--- config.mk ---
export PLATFORM = sky130hd
export DESIGN_NAME = alu_cmd_issuer_flat
export DESIGN_NICKNAME = d
export VERILOG_FILES = /design/src/rtl/alu_cmd_issuer_if.sv /design/src/rtl/alu_cmd_issuer.sv /design/src/flat_wrapper.sv
export SDC_FILE = /design/constraint.sdc
export NUM_CORES = 1
export LEC_CHECK = 0
export BUFFER_PORTS_ARGS = -buffer_cell sky130_fd_sc_hd__clkbuf_2
export CAP_MARGIN = 20
export CORE_ASPECT_RATIO = 1.4
export CORE_MARGIN = 2
export CORE_UTILIZATION = 50
export DETAILED_ROUTE_END_ITERATION = 6
export GPL_ROUTABILITY_DRIVEN = 1
export GPL_TIMING_DRIVEN = 0
export HOLD_SLACK_MARGIN = 0.02
export PLACE_DENSITY = 0.72
export SETUP_SLACK_MARGIN = 0.1
export SLEW_MARGIN = 10
export SYNTH_ARGS = -nofsm -noshare
export SYNTH_HDL_FRONTEND = slang
export SYNTH_SLANG_ARGS = --single-unit
--- constraint.sdc ---
create_clock -name clk -period 2.6 [get_ports clk]
set_input_delay 0.13 -clock clk [delete_from_list [all_inputs] [get_ports clk]]
set_output_delay 0.13 -clock clk [all_outputs]
set_load 0.01 [all_outputs]
--- src/rtl/alu_cmd_issuer_if.sv ---
// Host command, ALU instruction and host response signals of the ALU command issuer.
// master is the issuer side; slave is the host/ALU side.
interface alu_cmd_issuer_if;
    logic        cmd_valid;
    logic        cmd_ready;
    logic [1:0]  cmd_op;
    logic [7:0]  cmd_a;
    logic [7:0]  cmd_b;
    logic [17:0] instr;
    logic        start;
    logic [7:0]  alu_result1;
    logic [7:0]  alu_result2;
    logic        alu_carry;
    logic        alu_overflow;
    logic        rsp_valid;
    logic        rsp_ready;
    logic [1:0]  rsp_op;
    logic [15:0] rsp_data;
    logic        rsp_carry;
    logic        rsp_overflow;
    logic        busy;

    modport master (
        input  cmd_valid, cmd_op, cmd_a, cmd_b,
        input  alu_result1, alu_result2, alu_carry, alu_overflow,
        input  rsp_ready,
        output cmd_ready, instr, start,
        output rsp_valid, rsp_op, rsp_data, rsp_carry, rsp_overflow, busy
    );

    modport slave (
        output cmd_valid, cmd_op, cmd_a, cmd_b,
        output alu_result1, alu_result2, alu_carry, alu_overflow,
        output rsp_ready,
        input  cmd_ready, instr, start,
        input  rsp_valid, rsp_op, rsp_data, rsp_carry, rsp_overflow, busy
    );
endinterface

--- src/rtl/alu_cmd_issuer.sv ---
// Initiator for the 8-bit ALU: queues host commands, issues them one at a time,
// waits a fixed per-op latency, and returns captured results on a valid/ready port.
module alu_cmd_issuer #(
    parameter int unsigned FIFO_DEPTH   = 4,
    parameter int unsigned MUL_LATENCY  = 8,
    parameter int unsigned COMB_LATENCY = 1
) (
    input logic              clk,
    input logic              rst,
    alu_cmd_issuer_if.master bus
);
    localparam int unsigned PtrW   = (FIFO_DEPTH > 1) ? $clog2(FIFO_DEPTH) : 1;
    localparam int unsigned MaxLat = (MUL_LATENCY > COMB_LATENCY) ? MUL_LATENCY : COMB_LATENCY;
    localparam int unsigned CntW   = $clog2(MaxLat + 1);

    localparam logic [PtrW:0]   FullCount = FIFO_DEPTH[PtrW:0];
    localparam logic [PtrW:0]   CountOne  = 1;
    localparam logic [PtrW-1:0] PtrOne    = 1;
    localparam logic [CntW-1:0] MulCnt    = MUL_LATENCY[CntW-1:0];
    localparam logic [CntW-1:0] CombCnt   = COMB_LATENCY[CntW-1:0];
    localparam logic [CntW-1:0] CntOne    = 1;
    localparam logic [1:0]      OpAdd     = 2'b00;
    localparam logic [1:0]      OpMul     = 2'b11;

    typedef enum logic [2:0] {StIdle, StIssue, StWait, StCapture, StResp} state_e;

    logic [17:0]     mem_q [FIFO_DEPTH];
    logic [PtrW-1:0] wptr_q, rptr_q;
    logic [PtrW:0]   count_q;
    state_e          state_q;
    logic [CntW-1:0] cnt_q;
    logic [17:0]     instr_q;
    logic            start_q;
    logic            rsp_valid_q;
    logic [1:0]      rsp_op_q;
    logic [15:0]     rsp_data_q;
    logic            rsp_carry_q;
    logic            rsp_overflow_q;

    logic fifo_full, fifo_empty, push, pop;

    assign fifo_full  = (count_q == FullCount);
    assign fifo_empty = (count_q == '0);
    // Readiness depends only on full, so a same-cycle pop never admits a push when full.
    assign push       = bus.cmd_valid && !fifo_full;
    assign pop        = (state_q == StIdle) && !fifo_empty;

    always_ff @(posedge clk) begin
        if (push) begin
            mem_q[wptr_q] <= {bus.cmd_op, bus.cmd_a, bus.cmd_b};
        end
    end

    always_ff @(posedge clk) begin
        if (rst) begin
            wptr_q         <= '0;
            rptr_q         <= '0;
            count_q        <= '0;
            state_q        <= StIdle;
            cnt_q          <= '0;
            instr_q        <= '0;
            start_q        <= 1'b0;
            rsp_valid_q    <= 1'b0;
            rsp_op_q       <= '0;
            rsp_data_q     <= '0;
            rsp_carry_q    <= 1'b0;
            rsp_overflow_q <= 1'b0;
        end else begin
            if (push) begin
                wptr_q <= wptr_q + PtrOne;
            end
            if (pop) begin
                rptr_q <= rptr_q + PtrOne;
            end
            if (push && !pop) begin
                count_q <= count_q + CountOne;
            end else if (!push && pop) begin
                count_q <= count_q - CountOne;
            end

            start_q <= 1'b0;
            unique case (state_q)
                StIdle: begin
                    if (!fifo_empty) begin
                        instr_q <= mem_q[rptr_q];
                        // Registered so the pulse coincides exactly with the ISSUE cycle.
                        start_q <= (mem_q[rptr_q][17:16] == OpMul);
                        state_q <= StIssue;
                    end
                end
                StIssue: begin
                    cnt_q   <= (instr_q[17:16] == OpMul) ? MulCnt : CombCnt;
                    state_q <= StWait;
                end
                StWait: begin
                    if (cnt_q == CntOne) begin
                        state_q <= StCapture;
                    end else begin
                        cnt_q <= cnt_q - CntOne;
                    end
                end
                StCapture: begin
                    rsp_valid_q    <= 1'b1;
                    rsp_op_q       <= instr_q[17:16];
                    rsp_data_q     <= {bus.alu_result1, bus.alu_result2};
                    rsp_carry_q    <= (instr_q[17:16] == OpAdd) && bus.alu_carry;
                    rsp_overflow_q <= (instr_q[17:16] == OpAdd) && bus.alu_overflow;
                    state_q        <= StResp;
                end
                StResp: begin
                    if (bus.rsp_ready) begin
                        rsp_valid_q <= 1'b0;
                        state_q     <= StIdle;
                    end
                end
                default: state_q <= StIdle;
            endcase
        end
    end

    assign bus.cmd_ready    = !fifo_full;
    assign bus.instr        = instr_q;
    assign bus.start        = start_q;
    assign bus.rsp_valid    = rsp_valid_q;
    assign bus.rsp_op       = rsp_op_q;
    assign bus.rsp_data     = rsp_data_q;
    assign bus.rsp_carry    = rsp_carry_q;
    assign bus.rsp_overflow = rsp_overflow_q;
    assign bus.busy         = (state_q != StIdle) || !fifo_empty;
endmodule

--- src/flat_wrapper.sv ---
// flat-port wrapper written by rule: the top's interface ports become plain ports
module alu_cmd_issuer_flat 
#(
    parameter int unsigned FIFO_DEPTH   = 4,
    parameter int unsigned MUL_LATENCY  = 8,
    parameter int unsigned COMB_LATENCY = 1
)
  (clk, rst, bus_cmd_valid, bus_cmd_op, bus_cmd_a, bus_cmd_b, bus_alu_result1, bus_alu_result2, bus_alu_carry, bus_alu_overflow, bus_rsp_ready, bus_cmd_ready, bus_instr, bus_start, bus_rsp_valid, bus_rsp_op, bus_rsp_data, bus_rsp_carry, bus_rsp_overflow, bus_busy);
  alu_cmd_issuer_if bus_i ();
  input logic clk;
  input logic rst;
  input wire logic [$bits(bus_i.cmd_valid)-1:0] bus_cmd_valid;
  input wire logic [$bits(bus_i.cmd_op)-1:0] bus_cmd_op;
  input wire logic [$bits(bus_i.cmd_a)-1:0] bus_cmd_a;
  input wire logic [$bits(bus_i.cmd_b)-1:0] bus_cmd_b;
  input wire logic [$bits(bus_i.alu_result1)-1:0] bus_alu_result1;
  input wire logic [$bits(bus_i.alu_result2)-1:0] bus_alu_result2;
  input wire logic [$bits(bus_i.alu_carry)-1:0] bus_alu_carry;
  input wire logic [$bits(bus_i.alu_overflow)-1:0] bus_alu_overflow;
  input wire logic [$bits(bus_i.rsp_ready)-1:0] bus_rsp_ready;
  output wire logic [$bits(bus_i.cmd_ready)-1:0] bus_cmd_ready;
  output wire logic [$bits(bus_i.instr)-1:0] bus_instr;
  output wire logic [$bits(bus_i.start)-1:0] bus_start;
  output wire logic [$bits(bus_i.rsp_valid)-1:0] bus_rsp_valid;
  output wire logic [$bits(bus_i.rsp_op)-1:0] bus_rsp_op;
  output wire logic [$bits(bus_i.rsp_data)-1:0] bus_rsp_data;
  output wire logic [$bits(bus_i.rsp_carry)-1:0] bus_rsp_carry;
  output wire logic [$bits(bus_i.rsp_overflow)-1:0] bus_rsp_overflow;
  output wire logic [$bits(bus_i.busy)-1:0] bus_busy;
  assign bus_i.cmd_valid = bus_cmd_valid;
  assign bus_i.cmd_op = bus_cmd_op;
  assign bus_i.cmd_a = bus_cmd_a;
  assign bus_i.cmd_b = bus_cmd_b;
  assign bus_i.alu_result1 = bus_alu_result1;
  assign bus_i.alu_result2 = bus_alu_result2;
  assign bus_i.alu_carry = bus_alu_carry;
  assign bus_i.alu_overflow = bus_alu_overflow;
  assign bus_i.rsp_ready = bus_rsp_ready;
  assign bus_cmd_ready = bus_i.cmd_ready;
  assign bus_instr = bus_i.instr;
  assign bus_start = bus_i.start;
  assign bus_rsp_valid = bus_i.rsp_valid;
  assign bus_rsp_op = bus_i.rsp_op;
  assign bus_rsp_data = bus_i.rsp_data;
  assign bus_rsp_carry = bus_i.rsp_carry;
  assign bus_rsp_overflow = bus_i.rsp_overflow;
  assign bus_busy = bus_i.busy;
  alu_cmd_issuer #(.FIFO_DEPTH(FIFO_DEPTH), .MUL_LATENCY(MUL_LATENCY), .COMB_LATENCY(COMB_LATENCY)) u_core (.clk(clk), .rst(rst), .bus(bus_i));
endmodule
==> metrics.yaml, run 1 <==
setup_path:
  worstPathArrival_ns: 2.62
  critPathMaxStageDelay_ns: 0.50
  cp_slowest_cell: "or3_4"
  start_kind: "register"
  crit_chain: "or3_4 -> nand2_1 -> ha_1 -> inv_1 -> fa_1 -> xor2_1 -> or3_1 -> a21oi_1"
  path_class: "reg -> reg"
  path_max_fanout: 13
  end_kind: "register"
  required_ns: 2.94
cts:
  tritoncts: "yes"
  numCtsBuffers: 17
  post_cts.repair.setup_buffers: 0
  path_clk_slew_ns: 0.05
  cts-root-buf: "clkbuf_16"
  cts_buffer_depth: 2
  htree_levels: 4
  clock_latency_ns: 0.41
  clkSinkCount: 128
timing:
  relSlewSlack_pct: 31.6
  hold_viol_final: 0
  post-route-period-util_pct: 87.8
  fin_crit_ns: 2.28
  setup_tns_ns: 0
  slew_viol_final: 0
  rsz0062_at_grt: "no"
  worstMarginPinSlew_ns: 1.03
  finalClockSkew_ns: 0.00788
  max_freq_mhz: 438
  report.final.setup_viol: 0
  fin_hold_ws_ns: 0.0553
synthesis:
  syn_inst: 375
  ys_warn_count: 0
  synth_edf_count: 72
  avgSynthCellArea_um2: 13.1
  yosysUniqueCellTypes: 40
  synth-main-ff-cell: "edfxtp_1"
  syn-cell-area_um2: 4900
  yosysTopAreaCell: "edfxtp_1"
  synthTopCellsByArea: "edfxtp_1, dfxtp_1, mux4_2, a21oi_1, nand2_1"
  synthTopCellsByCount: "edfxtp_1, dfxtp_1, a21oi_1"
  synthArstFlopShare_pct: 0
  yosysSeqAreaShare_pct: 67.0
  yosysTopAreaCellShare_pct: 44.1
  ys_ff_latch: 128
  synth_nets: 423
  synth_most_common_cell: "edfxtp_1"
drt:
  wl_met3_um: 519
  viasPerCell: 5.27
  wl_mm: 10.4
  drt-met1-wl_mm: 4.04
  top_layer: "met4"
  met2WireLength_mm: 5.61
  drc: 0
  initialDrtViolationCount: 201
  wire_per_inst_um: 15.9
  ant_nets: 0
  vias: 3454
  dr.pass1.iters: 4
placed_design:
  gp_congestion: 0.833
  place_hpwl_mm: 6.73
  io_buffers: 81
  place_area_um2: 5470
  place_inst: 588
pwr:
  p_leak_uw: 0.00239
  p_per_area_nw_per_um2: 1050
  power.share.switching_pct: 30.2
  power_frac_clock_pct: 34.2
  power_switching_uw: 2030
  irDropWorstVdd_mv: 0.560
  power.share.combinational_pct: 26.2
  power_frac_seq_pct: 39.6
  internal_power_uw: 4690
die:
  die_w_um: 87.7
  ios: 82
  die-area_um2: 10600
  core-area_um2: 9510
  fp.dieH_um: 121
  start_util_pct: 51.5
  fp-row-count: 42
final_layout:
  fillers: 659
  antenna_cells: 0
  syn_to_final_growth_pct: 31.0
  final_area_um2: 6420
  instances_no_fill: 655
  drive_gt1_share_pct: 25.6
  final_util_pct: 67.5
  nets: 559
global_routing:
  grt_max_degree: 19
  first_global_vias: 3545
  grt-ovfl-total: 0
  track_usage_pct: 21.2
  antenna_found_initial: 0
  grt_pass1_wl_mm: 16.7
outcome:
  run_status: "completed"
min_path:
  min_path_type: "in -> reg"
flow_run:
  cap_viol_max_count: 0
[worst paths after layout]
check                                          start              endpoint  slack, ns  depth (start not counted)
worst max-delay path               u_core.count_q[0]     u_core.count_q[2]       0.32                          8
worst min-delay path                   bus_cmd_valid      u_core.wptr_q[1]       0.06                          3
worst max register to register     u_core.count_q[0]     u_core.count_q[2]       0.32                          8
worst min register to register  u_core.bus.rsp_carry  u_core.bus.rsp_carry       0.45                          2
[layout make-up]
type | instances | area [um2] | share of cell area, %
multi-input cells | 210 | 1480 | 23.0
clock inverters | 13 | 146 | 2.28
repair buffers | 118 | 776 | 12.1
inverters | 11 | 41.3 | 0.643
plain buffers | 25 | 100 | 1.56
flip-flops and latches | 128 | 3280 | 51.1
clock buffers | 18 | 429 | 6.68
well taps | 132 | 165 | 2.57
[cells by family (layout without fill, tap and decap cells)]
| family | count (synthesis) | in the layout | share of synthesized area (%) |
|---|---|---|---|
| adders and majority gates | 8 | 8 | 2.20 |
| and+or+nand+nor | 99 | 99 | 9.85 |
| AOI/OAI and AO/OA | 80 | 80 | 8.78 |
| muxes | 20 | 20 | 8.71 |
| buffers and inverters | 37 | 185 | 2.94 |
| xor gates and xnor gates | 3 | 3 | 0.536 |
| DFF | 128 | 128 | 67.0 |
[what timing repair did]
item | CTS | global route
endpoints found under the setup margin | 1 | 1
hold endpoints to repair | 91 | 0
hold buffers | 37 | 0
resized for setup | 2 | 3
[power by group through the flow]
stage	Sequential, uW	Clock, uW	Combinational, uW
after floorplan	2710	0	1130
after global placement	2670	0	1680
after detailed placement	2690	0	1710
after CTS	2650	2320	1780
after global routing	2690	2420	1980
final	2660	2300	1760
[flip-flops by register name, summed over array words and instances (netlist names), named ones only]
name,flops
u_core.bus.rsp_data,16
u_core.wptr_q,2
u_core.bus.rsp_carry,1
u_core.bus.instr,18
u_core.cnt_q,4
u_core.bus.rsp_valid,1
u_core.bus.rsp_op,2
u_core.state_q,3
u_core.bus.start,1
u_core.bus.rsp_overflow,1
u_core.count_q,3
u_core.rptr_q,2
u_core.mem_q,72
[metal layers]
layer	GRT usage [%]	vias to the layer above
met1	23.1	1660
met2	37.1	110
met5	0	-
met4	9.71	0
li1	-	1667
met3	6.19	17
[worst max-delay path, delay by kind of cell (launching register included)]
| kind | cells | cell delay, ns |
|---|---|---|
| buf+inv | 1 | 0.06 |
| flops | 1 | 0.36 |
| compound gates | 1 | 0.13 |
| simple gates | 3 | 0.93 |
| xor+xnor | 1 | 0.16 |
| fa+ha+maj | 2 | 0.56 |
[per-stage QoR]
step	setup WS, ns	power, uW
5_1_grt	0.181	7080
6_report	0.318	6720
2_1_floorplan	0.327	3840
3_3_place_gp	0.0404	4350
3_5_place_dp	0.0432	4410
4_1_cts	0.135	6760
[cell usage in the layout, fill, tap and decap left out, drive strengths merged, types with 2 or more instances in the layout]
| cell | instances |
|---|---|
| a211oi | 2 |
| a21oi | 46 |
| and3 | 4 |
| buf | 7 |
| bufinv | 3 |
| clkbuf | 117 |
| clkinv | 7 |
| clkinvlp | 3 |
| dfxtp | 56 |
| dlygate4sd3 | 37 |
| edfxtp | 72 |
| ha | 7 |
| inv | 11 |
| mux4 | 18 |
| nand2 | 41 |
| nand3 | 25 |
| nor2 | 6 |
| nor3 | 6 |
| nor3b | 4 |
| o21ai | 23 |
| o22ai | 2 |
| or3 | 4 |
| or3b | 2 |
| or4 | 2 |
| xor2 | 2 |
Note: power is estimated with default switching activity, not from simulation.
==> run 2: changes to the inputs <==
--- a/config.mk
+++ b/config.mk
@@ -7,7 +7,7 @@
 export LEC_CHECK = 0
 export BUFFER_PORTS_ARGS = -buffer_cell sky130_fd_sc_hd__clkbuf_2
 export CAP_MARGIN = 20
-export CORE_ASPECT_RATIO = 1.4
+export CORE_ASPECT_RATIO = 1.5
 export CORE_MARGIN = 2
 export CORE_UTILIZATION = 50
 export DETAILED_ROUTE_END_ITERATION = 6
==> run 2 against run 1 <==
Net effect:
- sequential power hardly changed
- global-route usage is 0.43 points lower
- fmax is 1.7% lower
- clock power is 2% higher
- critical path depth is 2 higher
- via count is 2.2% lower
- combinational power hardly changed
- cell area hardly changed
- first-iteration DRC count is 13% higher
- sequential share of layout area hardly changed
- cell count is 2.6% lower
- critical path type unchanged
- critical endpoint unchanged
- highest routed layer unchanged
==> metrics.yaml, run 2 (synthesis gave the netlist of run 1 again) <==
outcome:
  run_status: "completed"
global_routing:
  track_usage_pct: 20.7
  antenna_found_initial: 0
  first_global_vias: 3496
  grt_pass1_wl_mm: 17.0
  grt_max_degree: 19
  grt-ovfl-total: 0
setup_path:
  rr_startpoint: "u_core.state_q[2]"
  crit_start: "u_core.state_q[2]"
  required_ns: 2.94
  path_class: "reg -> reg"
  start_kind: "register"
  end_kind: "register"
  path_max_fanout: 10
  worstPathArrival_ns: 2.66
die:
  fp-row-count: 44
  die_w_um: 84.8
  die-area_um2: 10600
  start_util_pct: 50.9
  ios: 82
  fp.dieH_um: 125
  core-area_um2: 9630
timing:
  slew_viol_final: 0
  hold_viol_final: 0
  post-route-period-util_pct: 89.3
  max_freq_mhz: 431
  final.setup.worst_slack_ns: 0.279
  relSlewSlack_pct: 36.9
  rsz0062_at_grt: "no"
  worstMarginPinSlew_ns: 0.947
  fin_crit_ns: 2.32
  setup_tns_ns: 0
  finalClockSkew_ns: 0.00535
  report.final.setup_viol: 0
placed_design:
  place_hpwl_mm: 6.75
  place_inst: 571
  gp_congestion: 0.822
  io_buffers: 81
  pre_cts_slack_ns: 0.0206
drt:
  drc: 0
  vias: 3377
  viasPerCell: 5.29
  wl_mm: 10.2
  ant_nets: 0
  dr.pass1.iters: 5
  wire_per_inst_um: 16.0
  initialDrtViolationCount: 228
cts:
  post_cts.repair.setup_buffers: 0
  path_clk_slew_ns: 0.05
  tritoncts: "yes"
  clock_latency_ns: 0.41
  cts-root-buf: "clkbuf_16"
  clkSinkCount: 128
  htree_levels: 4
  numCtsBuffers: 17
  cts_buffer_depth: 2
final_layout:
  final_common_cell: "clkbuf_2"
  final_cell_mix: "clkbuf_2, edfxtp_1, dfxtp_1"
  antenna_cells: 0
  final_util_pct: 66.6
  nets: 559
  drive_gt1_share_pct: 26.8
  largest_reg_flops: 72
  syn_to_final_growth_pct: 30.9
  largest_register: "u_core.mem_q"
  instances_no_fill: 638
pwr:
  irDropWorstVdd_mv: 0.594
  p_leak_uw: 0.00240
  p_per_area_nw_per_um2: 1060
min_path:
  min_from: "bus_cmd_valid"
  min_path_type: "in -> reg"
flow_run:
  cap_viol_max_count: 0
run 2: cell type report:
class	instances	area (um2)
buffer	25	100
clock buffer	17	425
clock inverter	14	168
fill	700	3220
inverter	11	41.3
multi-input combinational	210	1480
sequential	128	3280
tap	115	144
timing repair buffer	118	776
run 2: power breakdown:
part,internal (uW),switching (uW)
clock network,1500,849
logic,741,1030
registers,2470,184
run 2: routing by layer:
layer	wire length, um	GRT usage [%]	up-vias
met2	5590	36.8	92
met3	529	7.06	14
li1	-	-	1665
met5	0	0	-
met1	3930	22.8	1606
met4	175	7.38	0
run 2: path summary, 6_finish.rpt:
path	to	slack [ns]	cells after the start
setup reg to reg	u_core.count_q[2]	0.28	10
hold / removal	u_core.wptr_q[1]	0.07	3
hold reg to reg	u_core.bus.rsp_overflow	0.45	2
setup / recovery	u_core.count_q[2]	0.28	10
run 2: repair_timing:
action                                  4_1_cts  5_1_grt
hold endpoints to repair                     91        0
gates resized for setup                       3        3
endpoints found under the setup margin        1        1
hold buffers                                 37        0
pin swaps                                     0        0
run 2: critical path, cell delays in order, from the launching register on:
cell and delay (ns):
dfxtp_1 0.36, clkbuf_2 0.22, nor3_1 0.09, buf_2 0.20
nand2_1 0.11, ha_1 0.18, inv_1 0.07, fa_1 0.38
xor2_1 0.16, or3_1 0.32, a21oi_1 0.15
run 2: through the flow:
step                      total power, uW  area, um2  hold WS (ns)
after floorplan                      3840       4900         0.229
after global placement               4330       5450         0.344
after detailed placement             4400       5450         0.356
after CTS                            6820       6420        0.0680
after global routing                 7140       6420         0.113
final                                6770       6420        0.0707
==> run 3: changes to the inputs <==
==> constraint.sdc (replaced) <==
create_clock -name clk -period 3 [get_ports clk]
set_input_delay 0 -clock clk [delete_from_list [all_inputs] [get_ports clk]]
set_output_delay 0 -clock clk [all_outputs]
set_load 0.01 [all_outputs]
==> run 3 against run 2 <==
Net effect:
- via count increased by 0.24%
- worst setup slack improved by 0.096 ns
- register-to-register slack better by 0.096 ns
- sequential share of layout area down 0.15 points
- routed wire length barely moved
- non-clock buffer count rose by 3
- utilization rose by 0.17 points
- clock power fell by 14%
- fmax down 12%
- count of clock-buffer cells in the layout is the same
- sequential cell count unchanged
- cell area is 0.25% higher
- highest routed layer unchanged
==> metrics.yaml, run 3 (synthesis gave the netlist of run 1 again) <==
pwr:
  p_leak_uw: 0.00240
  p_per_area_nw_per_um2: 912
  irDropWorstVdd_mv: 0.514
final_layout:
  antenna_cells: 0
  regArea_um2: 3280
  final_common_cell: "clkbuf_2"
  multi_input_area_um2: 1470
  largest_register: "u_core.mem_q"
  fillers: 699
  syn_to_final_growth_pct: 31.3
  drive_gt1_share_pct: 26.0
  largest_reg_flops: 72
  nets: 562
  final_cell_mix: "clkbuf_2, edfxtp_1, dfxtp_1"
  final_area_um2: 6430
cts:
  path_clk_slew_ns: 0.06
  numCtsBuffers: 17
  cts_buffer_depth: 2
  htree_levels: 4
  tritoncts: "yes"
  cts-root-buf: "clkbuf_16"
  post_cts_resized: 0
  clkSinkCount: 128
  clock_latency_ns: 0.41
placed_design:
  place_hpwl_mm: 6.75
  io_buffers: 81
  gp_congestion: 0.822
  place_area_um2: 5450
global_routing:
  track_usage_pct: 20.7
  first_global_vias: 3502
  antenna_found_initial: 0
  grt_pass1_wl_mm: 17.0
  grt_max_degree: 19
  grt-ovfl-total: 0
die:
  core-area_um2: 9630
  die-area_um2: 10600
  die_w_um: 84.8
  fp-row-count: 44
  ios: 82
  start_util_pct: 50.9
  fp.dieH_um: 125
drt:
  drc: 0
  viasPerCell: 5.28
  initialDrtViolationCount: 230
  vias: 3385
  wire_per_inst_um: 16.0
  ant_nets: 0
  dr.pass1.iters: 4
  wl_mm: 10.2
setup_path:
  worstPathArrival_ns: 2.96
  path_class: "reg -> reg"
  end_kind: "register"
  start_kind: "register"
  required_ns: 3.34
  path_max_fanout: 10
timing:
  post-route-period-util_pct: 87.5
  report.final.setup_viol: 0
  fin_hold_ws_ns: 0.345
  worstMarginPinSlew_ns: 0.948
  rsz0062_at_grt: "no"
  hold_viol_final: 0
  relSlewSlack_pct: 36.8
  max_freq_mhz: 381
  finalClockSkew_ns: 0.00552
  fin_crit_ns: 2.62
  slew_viol_final: 0
  setup_tns_ns: 0
min_path:
  min_path_type: "in -> reg"
flow_run:
  cap_viol_max_count: 0
outcome:
  run_status: "completed"
run 3: cell count changes in the layout (fill, tap and decap cells not counted), sizes merged:
cell	change
clkbuf	+1
dlygate4sd3	+2
run 3: repair_timing:
| action | in CTS | in global routing |
|---|---|---|
| endpoints found under the hold margin | 97 | 0 |
| setup buffers | 0 | 0 |
| hold buffers | 39 | 0 |
run 3: report_power, final:
part	total, uW	internal [uW]	switching [uW]
combinational	1530	639	896
clock	2030	1300	735
sequential	2300	2140	158
total	5870	4080	1790
run 3: critical path: stages (launching register included):
cell      delay, ns
dfxtp_1        0.37
or3_1          0.47
clkbuf_1       0.28
nand2_1        0.16
ha_1           0.19
inv_1          0.07
fa_1           0.38
xor2_1         0.16
or3_1          0.33
a21oi_1        0.15
run 3: final cells by class:
cell class                      instances  area share (%)
Buffer                                 26            1.59
Tap cell                              115            2.24
Multi-Input combinational cell        210            22.9
Clock buffer                           17            6.61
Clock inverter                         14            2.61
Sequential cell                       128            51.0
Inverter                               11           0.642
Timing Repair Buffer                  120            12.4
run 3: final timing paths:
path              slack [ns]                 endpoint  cells past startpoint                    start
setup / recovery        0.38        u_core.count_q[2]                      9        u_core.count_q[0]
hold / removal          0.34       u_core.mem_q[2][6]                      2             bus_cmd_b[6]
setup reg to reg        0.38        u_core.count_q[2]                      9        u_core.count_q[0]
hold reg to reg         0.45  u_core.bus.rsp_overflow                      2  u_core.bus.rsp_overflow
run 3: layer usage:
| metal | part of all wire (%) | wire [um] | vias up | global-route usage (%) |
|---|---|---|---|---|
| li1 | - | - | 1667 | - |
| met1 | 39 | 3950 | 1607 | 22.9 |
| met2 | 54 | 5550 | 92 | 36.9 |
| met3 | 5.0 | 512 | 19 | 6.86 |
| met4 | 2.0 | 205 | 0 | 7.38 |
| met5 | 0 | 0 | - | 0 |
run 3: stage by stage:
| step | setup slack (ns) | cells | power (uW) | utilization (%) |
|---|---|---|---|---|
| global route | 0.247 | 641 | 6180 | 66.8 |
| CTS | 0.374 | 641 | 5900 | 66.8 |
| detailed placement | 0.421 | 571 | 3810 | 56.6 |
| floorplan | 0.727 | 375 | 3330 | - |
| global placement | 0.511 | 571 | 3750 | 56.6 |
| finish | 0.375 | 641 | 5870 | 66.8 |
